$ cat config.mk
export PLATFORM = sky130hd
export DESIGN_NAME = chan_tx_arbiter
export DESIGN_NICKNAME = d
export VERILOG_FILES = /design/src/rtl/chan_tx_arbiter.sv
export SDC_FILE = /design/constraint.sdc
export NUM_CORES = 1
export LEC_CHECK = 0
export CORE_MARGIN = 1
export CORE_UTILIZATION = 37
export CTS_CLUSTER_SIZE = 16
export DETAILED_ROUTE_END_ITERATION = 10
export PLACE_DENSITY = 0.95
export REMOVE_ABC_BUFFERS = 1
export SLEW_MARGIN = 0
export SYNTH_ARGS = -nofsm -noshare
export SYNTH_HDL_FRONTEND = slang
export SYNTH_SLANG_ARGS = --single-unit
$ cat constraint.sdc
create_clock -name s_axis_aclk -period 4.14 [get_ports s_axis_aclk]
set_input_delay 0.828 -clock s_axis_aclk [delete_from_list [all_inputs] [get_ports s_axis_aclk]]
set_output_delay 0.828 -clock s_axis_aclk [all_outputs]
set_load 0.05 [all_outputs]
$ cat src/rtl/chan_tx_arbiter.sv
// chan_tx_arbiter: frame-granular round-robin arbiter that shares one TX
// AXI4-stream path into the channel-link transmit FIFO between N_REQ sources.
// A granted requester owns the link until its tlast beat is accepted, and
// new grants are only issued while the link is up.
// Optional build macro CHAN_TX_ARB_PRIO0_EN: requester 0 gets strict priority
// over the round-robin group (rr_ptr is left alone when requester 0 wins).
module chan_tx_arbiter #(
  parameter int N_REQ  = 4,
  parameter int DATA_W = 32,
  parameter int KEEP_W = 4
) (
  input  logic                      s_axis_aclk,
  input  logic                      s_axis_aresetn,
  input  logic                      link_up,
  input  logic [N_REQ*DATA_W-1:0]   req_tdata,
  input  logic [N_REQ*KEEP_W-1:0]   req_tkeep,
  input  logic [N_REQ-1:0]          req_tvalid,
  input  logic [N_REQ-1:0]          req_tlast,
  output logic [N_REQ-1:0]          req_tready,
  output logic [DATA_W-1:0]         m_axis_tx_tdata,
  output logic [KEEP_W-1:0]         m_axis_tx_tkeep,
  output logic                      m_axis_tx_tvalid,
  output logic                      m_axis_tx_tlast,
  input  logic                      m_axis_tx_tready,
  output logic [N_REQ-1:0]          grant,
  output logic                      busy,
  output logic [31:0]               pkt_count
);

  localparam int PTR_W = (N_REQ > 1) ? $clog2(N_REQ) : 1;
  localparam int SUM_W = PTR_W + 1;

  typedef enum logic [0:0] {
    ST_IDLE  = 1'b0,
    ST_GRANT = 1'b1
  } state_t;

  localparam logic [N_REQ-1:0] ONE_HOT_BASE = {{(N_REQ-1){1'b0}}, 1'b1};

  state_t             state_q, state_d;
  logic [N_REQ-1:0]   grant_q, grant_d;
  logic               busy_q, busy_d;
  logic [31:0]        pkt_count_q, pkt_count_d;
  logic [PTR_W-1:0]   rr_ptr_q, rr_ptr_d;

  logic               found_s;
  logic [PTR_W-1:0]   winner_s;
  logic [SUM_W-1:0]   sum_s;
  logic [PTR_W-1:0]   idx_s;
  logic               prio0_win_s;
  logic               last_xfer_s;

  assign grant     = grant_q;
  assign busy      = busy_q;
  assign pkt_count = pkt_count_q;

  // Round-robin search: first valid requester scanning upward from rr_ptr+1, wrapping modulo N_REQ.
  always_comb begin
    found_s  = 1'b0;
    winner_s = '0;
    sum_s    = '0;
    idx_s    = '0;
    for (int k = 1; k <= N_REQ; k++) begin
      sum_s = {1'b0, rr_ptr_q} + SUM_W'(k);
      if (sum_s >= SUM_W'(N_REQ)) begin
        sum_s = sum_s - SUM_W'(N_REQ);
      end else begin
        sum_s = sum_s;
      end
      idx_s = sum_s[PTR_W-1:0];
      if (!found_s && req_tvalid[idx_s]) begin
        found_s  = 1'b1;
        winner_s = idx_s;
      end else begin
        found_s  = found_s;
      end
    end
  end

  // Strict-priority override for requester 0 when the option is built in.
  always_comb begin
`ifdef CHAN_TX_ARB_PRIO0_EN
    prio0_win_s = req_tvalid[0];
`else
    prio0_win_s = 1'b0;
`endif
  end

  // Unregistered pass-through of the granted requester onto the TX FIFO port.
  always_comb begin
    m_axis_tx_tdata  = '0;
    m_axis_tx_tkeep  = '0;
    m_axis_tx_tvalid = 1'b0;
    m_axis_tx_tlast  = 1'b0;
    for (int i = 0; i < N_REQ; i++) begin
      if (grant_q[i]) begin
        m_axis_tx_tdata  = req_tdata[i*DATA_W +: DATA_W];
        m_axis_tx_tkeep  = req_tkeep[i*KEEP_W +: KEEP_W];
        m_axis_tx_tvalid = req_tvalid[i];
        m_axis_tx_tlast  = req_tlast[i];
      end else begin
        m_axis_tx_tvalid = m_axis_tx_tvalid;
      end
    end
    req_tready  = grant_q & {N_REQ{m_axis_tx_tready}};
    last_xfer_s = m_axis_tx_tvalid & m_axis_tx_tready & m_axis_tx_tlast;
  end

  // Next-state logic: grant on the IDLE cycle, release on the accepted tlast beat.
  always_comb begin
    state_d     = state_q;
    grant_d     = grant_q;
    busy_d      = busy_q;
    pkt_count_d = pkt_count_q;
    rr_ptr_d    = rr_ptr_q;
    case (state_q)
      ST_IDLE: begin
        if (link_up && found_s) begin
          state_d = ST_GRANT;
          busy_d  = 1'b1;
          if (prio0_win_s) begin
            grant_d  = ONE_HOT_BASE;
            rr_ptr_d = rr_ptr_q;
          end else begin
            grant_d  = ONE_HOT_BASE << winner_s;
            rr_ptr_d = winner_s;
          end
        end else begin
          state_d = ST_IDLE;
          grant_d = '0;
          busy_d  = 1'b0;
        end
      end
      ST_GRANT: begin
        if (last_xfer_s) begin
          state_d     = ST_IDLE;
          grant_d     = '0;
          busy_d      = 1'b0;
          pkt_count_d = pkt_count_q + 32'd1;
        end else begin
          state_d = ST_GRANT;
        end
      end
      default: begin
        state_d = ST_IDLE;
        grant_d = '0;
        busy_d  = 1'b0;
      end
    endcase
  end

  // State and registered outputs, synchronous active-low reset (abandons any frame).
  always_ff @(posedge s_axis_aclk) begin
    if (!s_axis_aresetn) begin
      state_q     <= ST_IDLE;
      grant_q     <= '0;
      busy_q      <= 1'b0;
      pkt_count_q <= 32'd0;
      rr_ptr_q    <= PTR_W'(N_REQ - 1);
    end else begin
      state_q     <= state_d;
      grant_q     <= grant_d;
      busy_q      <= busy_d;
      pkt_count_q <= pkt_count_d;
      rr_ptr_q    <= rr_ptr_d;
    end
  end

endmodule
# After elaboration in Yosys (flattened, before gate mapping)
# Cells that the tools add are included.
# word_totals
reg_bits,40
output_inout_bits,79
elab_cells,81
# op_classes
n_lt_le_gt_ge,8
n_shift,1
add_sub_neg,9
eq_ne,1
muxes,44
n_bitwise,4
reduce_logical,9
# ops
cell,count
$mux W32,4
$add A32 B1 Y32 const B,1
$mux W4,6
$mux W1,19
$mux W2,8
$ge A3 B3 Y1 const B,4
$lt A2 B3 Y1 const B,4
$bmux W1 S2,4
$pmux W4 S2,1
$sub A2 B1 Y2 const B,4
$add A2 B2 Y3 const B,2
$and A4 B4 Y4,1
$logic_and A1 B1 Y1,4
$pmux W1 S2,2
$reduce_and A2 Y1,2
$shl A1 B2 Y4 const A,1
$add A2 B1 Y3 const B,1
$add A2 B3 Y3 const B,1
$logic_not A1 Y1,3
$and A1 B1 Y1,2
$ne A2 B1 Y1 const B,1
$not A1 Y1,1

# Depth between registers and ports, before layout
# Gate-level depths: netlist (run 1).
# logic_depth
depth_word,18
ltp_mapped,8
depth_no_buf,5

# Least setup slack after synthesis (run 1)
# Ideal clock, no wire load.
# synth_timing
path_kind,reg2out
from,"register grant_q[0], in the netlist grant[0]"
to,output port m_axis_tx_tdata[1]
n_path_buf,2
t_required_ps,3312
setup_slack_ps,582
stages_incl_launch_ff,8
t_arrival_ps,2730
path_cell_list,dfxtp_1 nor2b_1 clkbuf_1 clkbuf_1 a22oi_1 nor2_1 a21oi_1 o21ai_0
# synth_between
elab_chain_len,4
# synth_rtl
element,line,text
"start, declared",41,"logic [N_REQ-1:0] grant_q, grant_d;"
"start signal, assigned",162,grant_q <= grant_d;
$mux W32 (4 in series),96,if (grant_q[i]) begin
"end, declared",20,"output logic [DATA_W-1:0] m_axis_tx_tdata,"
# Every way passes these cells.

# Final worst setup path (run 1)
# layout_timing
from,"register grant_q[0], in the netlist grant[0]"
to,output port m_axis_tx_tdata[22]
# Same word-level chain as after synthesis.

==> results of run 1 <==
-- worst max-delay path by stage --
stage / from / to / slack, ns
3_5_place_dp: req_tvalid[1] / m_axis_tx_tvalid / 0.60
4_1_cts: grant[1] / m_axis_tx_tdata[22] / 0.57
5_1_grt: grant[0] / m_axis_tx_tdata[8] / 0.38
2_1_floorplan: grant[2] / pkt_count[12] / -0.72
6_report: grant[0] / m_axis_tx_tdata[22] / 0.55
3_3_place_gp: req_tlast[1] / m_axis_tx_tlast / 0.62
-- state kept, by name, summed over array words and instances, names as in the netlist --
name       flops
busy           1
state_q        1
rr_ptr_q       2
pkt_count     32
grant          4
-- where the power goes --
part | switching, mW | internal [mW] | total [mW]
Clock | 0.123 | 0.109 | 0.231
Combinational | 0.268 | 0.235 | 0.503
Sequential | 0.0136 | 0.390 | 0.404
-- area by class of cell --
class / count / area [sq um]
well taps: 102 / 128
flip-flops and latches: 40 / 803
repair buffers: 240 / 2380
fillers: 639 / 2380
clock buffers: 5 / 68.8
inverters: 7 / 26.3
multi-input cells: 379 / 2100
-- metal layers --
| layer | track usage | wire length [um] | part of all wire | vias to the layer above |
|---|---|---|---|---|
| met1 | 0.345 | 5110 | 0.39 | 2047 |
| met4 | 0.110 | 444 | 0.034 | 0 |
| met5 | 0 | 0 | 0 | - |
| met2 | 0.496 | 6540 | 0.50 | 205 |
| met3 | 0.0577 | 980 | 0.075 | 39 |
| li1 | - | - | - | 2128 |
-- worst min-delay path, cell delays in order (launching register included) --
cell and delay, ns:
dfxtp_1 0.32, o31ai_1 0.06, a21oi_1 0.05
-- cells by family (layout without fill, tap and decap cells) --
kind of cell | Yosys count | count (layout) | synth area share
buffers and inverters | 48 | 252 | 0.0596
XOR/XNOR | 1 | 1 | 0.00284
multiplexers | 6 | 6 | 0.0195
AND/OR/NAND/NOR | 196 | 196 | 0.314
AO/OA/AOI/OAI | 175 | 175 | 0.341
flip-flops | 40 | 40 | 0.260
adder cells (fa/ha/maj) | 1 | 1 | 0.00406
-- through the flow --
stage / setup slack [ns] / util / cell area [sq um] / TNS, ns
after floorplan: -0.716 / - / 2930 / -31.76
after global placement: 0.615 / 0.690 / 5440 / 0
after detailed placement: 0.602 / 0.690 / 5440 / 0
after CTS: 0.570 / 0.699 / 5510 / 0
after global routing: 0.381 / 0.699 / 5510 / 0
final: 0.545 / 0.699 / 5510 / 0
-- placed cells by master (no fill, tap or decap), types with 3 or more instances in the layout --
cell / count
clkdlybuf4s50_1: 222
a21oi_1: 64
nand2_1: 62
nor2_1: 47
o21ai_0: 43
dfxtp_1: 38
a22oi_1: 37
or4_1: 19
o31ai_1: 18
nand3_1: 17
buf_4: 16
nand4_1: 10
nand2b_1: 8
inv_1: 7
and2_1: 6
mux2i_1: 6
and3_1: 5
or3_1: 5
clkbuf_8: 5
nand3b_1: 3
a211oi_1: 3
nor3b_1: 3
nor3_1: 3
and4_1: 3
==> summary.txt, run 1 <==
Placement
  • Inst Count DP: 768
  • Port Buf Inserts: 234
  • Global placement routability congestion: 0.931
  • HPWL after detailed placement: a little under 10 mm

Routing
  • Total Wirelength: ~13 mm
  • Post-DRT Antenna Nets: 0
  • Via density: 5.72
  • Drt first pass iters: 5
  • Post-DR wirelength/cell: 16.9 um
  • DRT iter0 DRCs: 150
  • DR vias: 4419
  • # DRC: 0

GRT
  • Global route overflow: 0
  • Number of global-route vias before repair: 4067
  • Largest net degree at the start of global routing: 67
  • Total track usage: 0.286
  • Initial antenna violation count: 0
  • Global-route wire length before repair: 19.9 mm

Setup path
  • CP Max Fanout: 36
  • Reg2reg path depth: 8
  • Crit-path leading delay family: buffers and inverters
  • Worst setup EP type: primary output
  • Kind of critical path: reg2out
  • Max stage delay on crit path: 0.85 ns
  • Buf/Inv on CP: 2
  • Sequence of cells on the critical path: nor2b_2, buf_4, a22oi_1, nor2_1, a21oi_1, o21ai_0, clkdlybuf4s50_1
  • Arrival @ worst endpoint: 2.77 ns
  • Crit path required time: 3.31 ns
  • CP startpoint kind: flop
  • Flop-to-flop setup slack: 1.31 ns
  • Crit-path slowest cell: clkdlybuf4s50_1
  • Reg-to-reg critical path startpoint: grant[1]
  • RR Endpoint: pkt_count[26]
  • CP Depth: 7

Hold path
  • Hold path start: pkt_count[31]
  • Worst hold path endpoint: pkt_count[31]
  • Class of the worst hold path: reg2reg
  • Worst hold stages: 2

Yosys
  • Top_reg_cell synth: dfxtp_1
  • Post-Syn Area per Cell: 6.60 sq um
  • Synth top area cells: dfxtp_1, a21oi_1, a22oi_1
  • Count leader, synth: a21oi_1
  • Post-synth EDFFs: 0
  • Synth cell types: 37
  • FF+latch count, synth: 40
  • Cell count after synthesis: 467
  • Sequential share of the synthesized area: 0.260
  • Post-synth top area cell: dfxtp_1
  • Top post-synthesis cells by count: a21oi_1, nand2_1, nor2_1
  • Post-synth top area share: 0.260
  • Mapped cell area: 0.00308 sq mm
  • Synth async-reset ratio: 0
  • YS warnings: 0

Floorplan
  • Std cell rows: 32
  • Core box area: 0.00789 sq mm
  • # IOs: 235
  • Starting Density: 0.391
  • Die area: around 0.0087 sq mm
  • Die width: 93.3 um
  • Die Y: around 93 um

Timing
  • RSZ-0062 raised after global routing: no
  • Setup violators final: 0
  • Period minus WS final: 3.59 ns
  • Final Max Slew Viols: 0
  • Final Cycle Share: 0.868
  • Skew final: 0.00470 ns
  • Slew HR: 0.359
  • Endpoints failing hold: 0
  • Fmax: 278 MHz
  • Worst-Margin Slew: 0.960 ns
  • Hold slack final: around 0.49 ns

Power
  • Worst vdd ir: 0.000171 V
  • Leak pwr: 1.88 nW
  • Post-route total power: 1.14 mW
  • Pwr Density: ~210 mW/mm^2

Cells and area
  • Fraction of layout cells with a size suffix above 1: 0.0417
  • Post-layout net count: 830
  • ANT cells: 0
  • Final non-filler cell total: just under 800
  • Layout area overhead: 78.7%

Clocking
  • CTS tree: done
  • Htree depth: 2
  • Post-CTS setup buffer count: 0
  • Hold-fix buffers at CTS: 0
  • Clock sinks: 40
  • Worst-path clk slew: approximately 0.070 ns
  • Worst-Skew Late Latency: roughly 0.29 ns
  • CTS max path bufs: 2
  • CTS Buf Count: 5
  • Post-cts resize count: 0
  • Root buffer cell: clkbuf_8

Job
  • Max-cap viol count: 0

Status
  • Status: finished clean
Power figures use the tool's default switching activity.
==> run 2: changes to the inputs <==
- CAP_MARGIN: not set -> 20
==> results of run 2 <==
The final DEF is identical to that of run 1; final timing and power are the same.
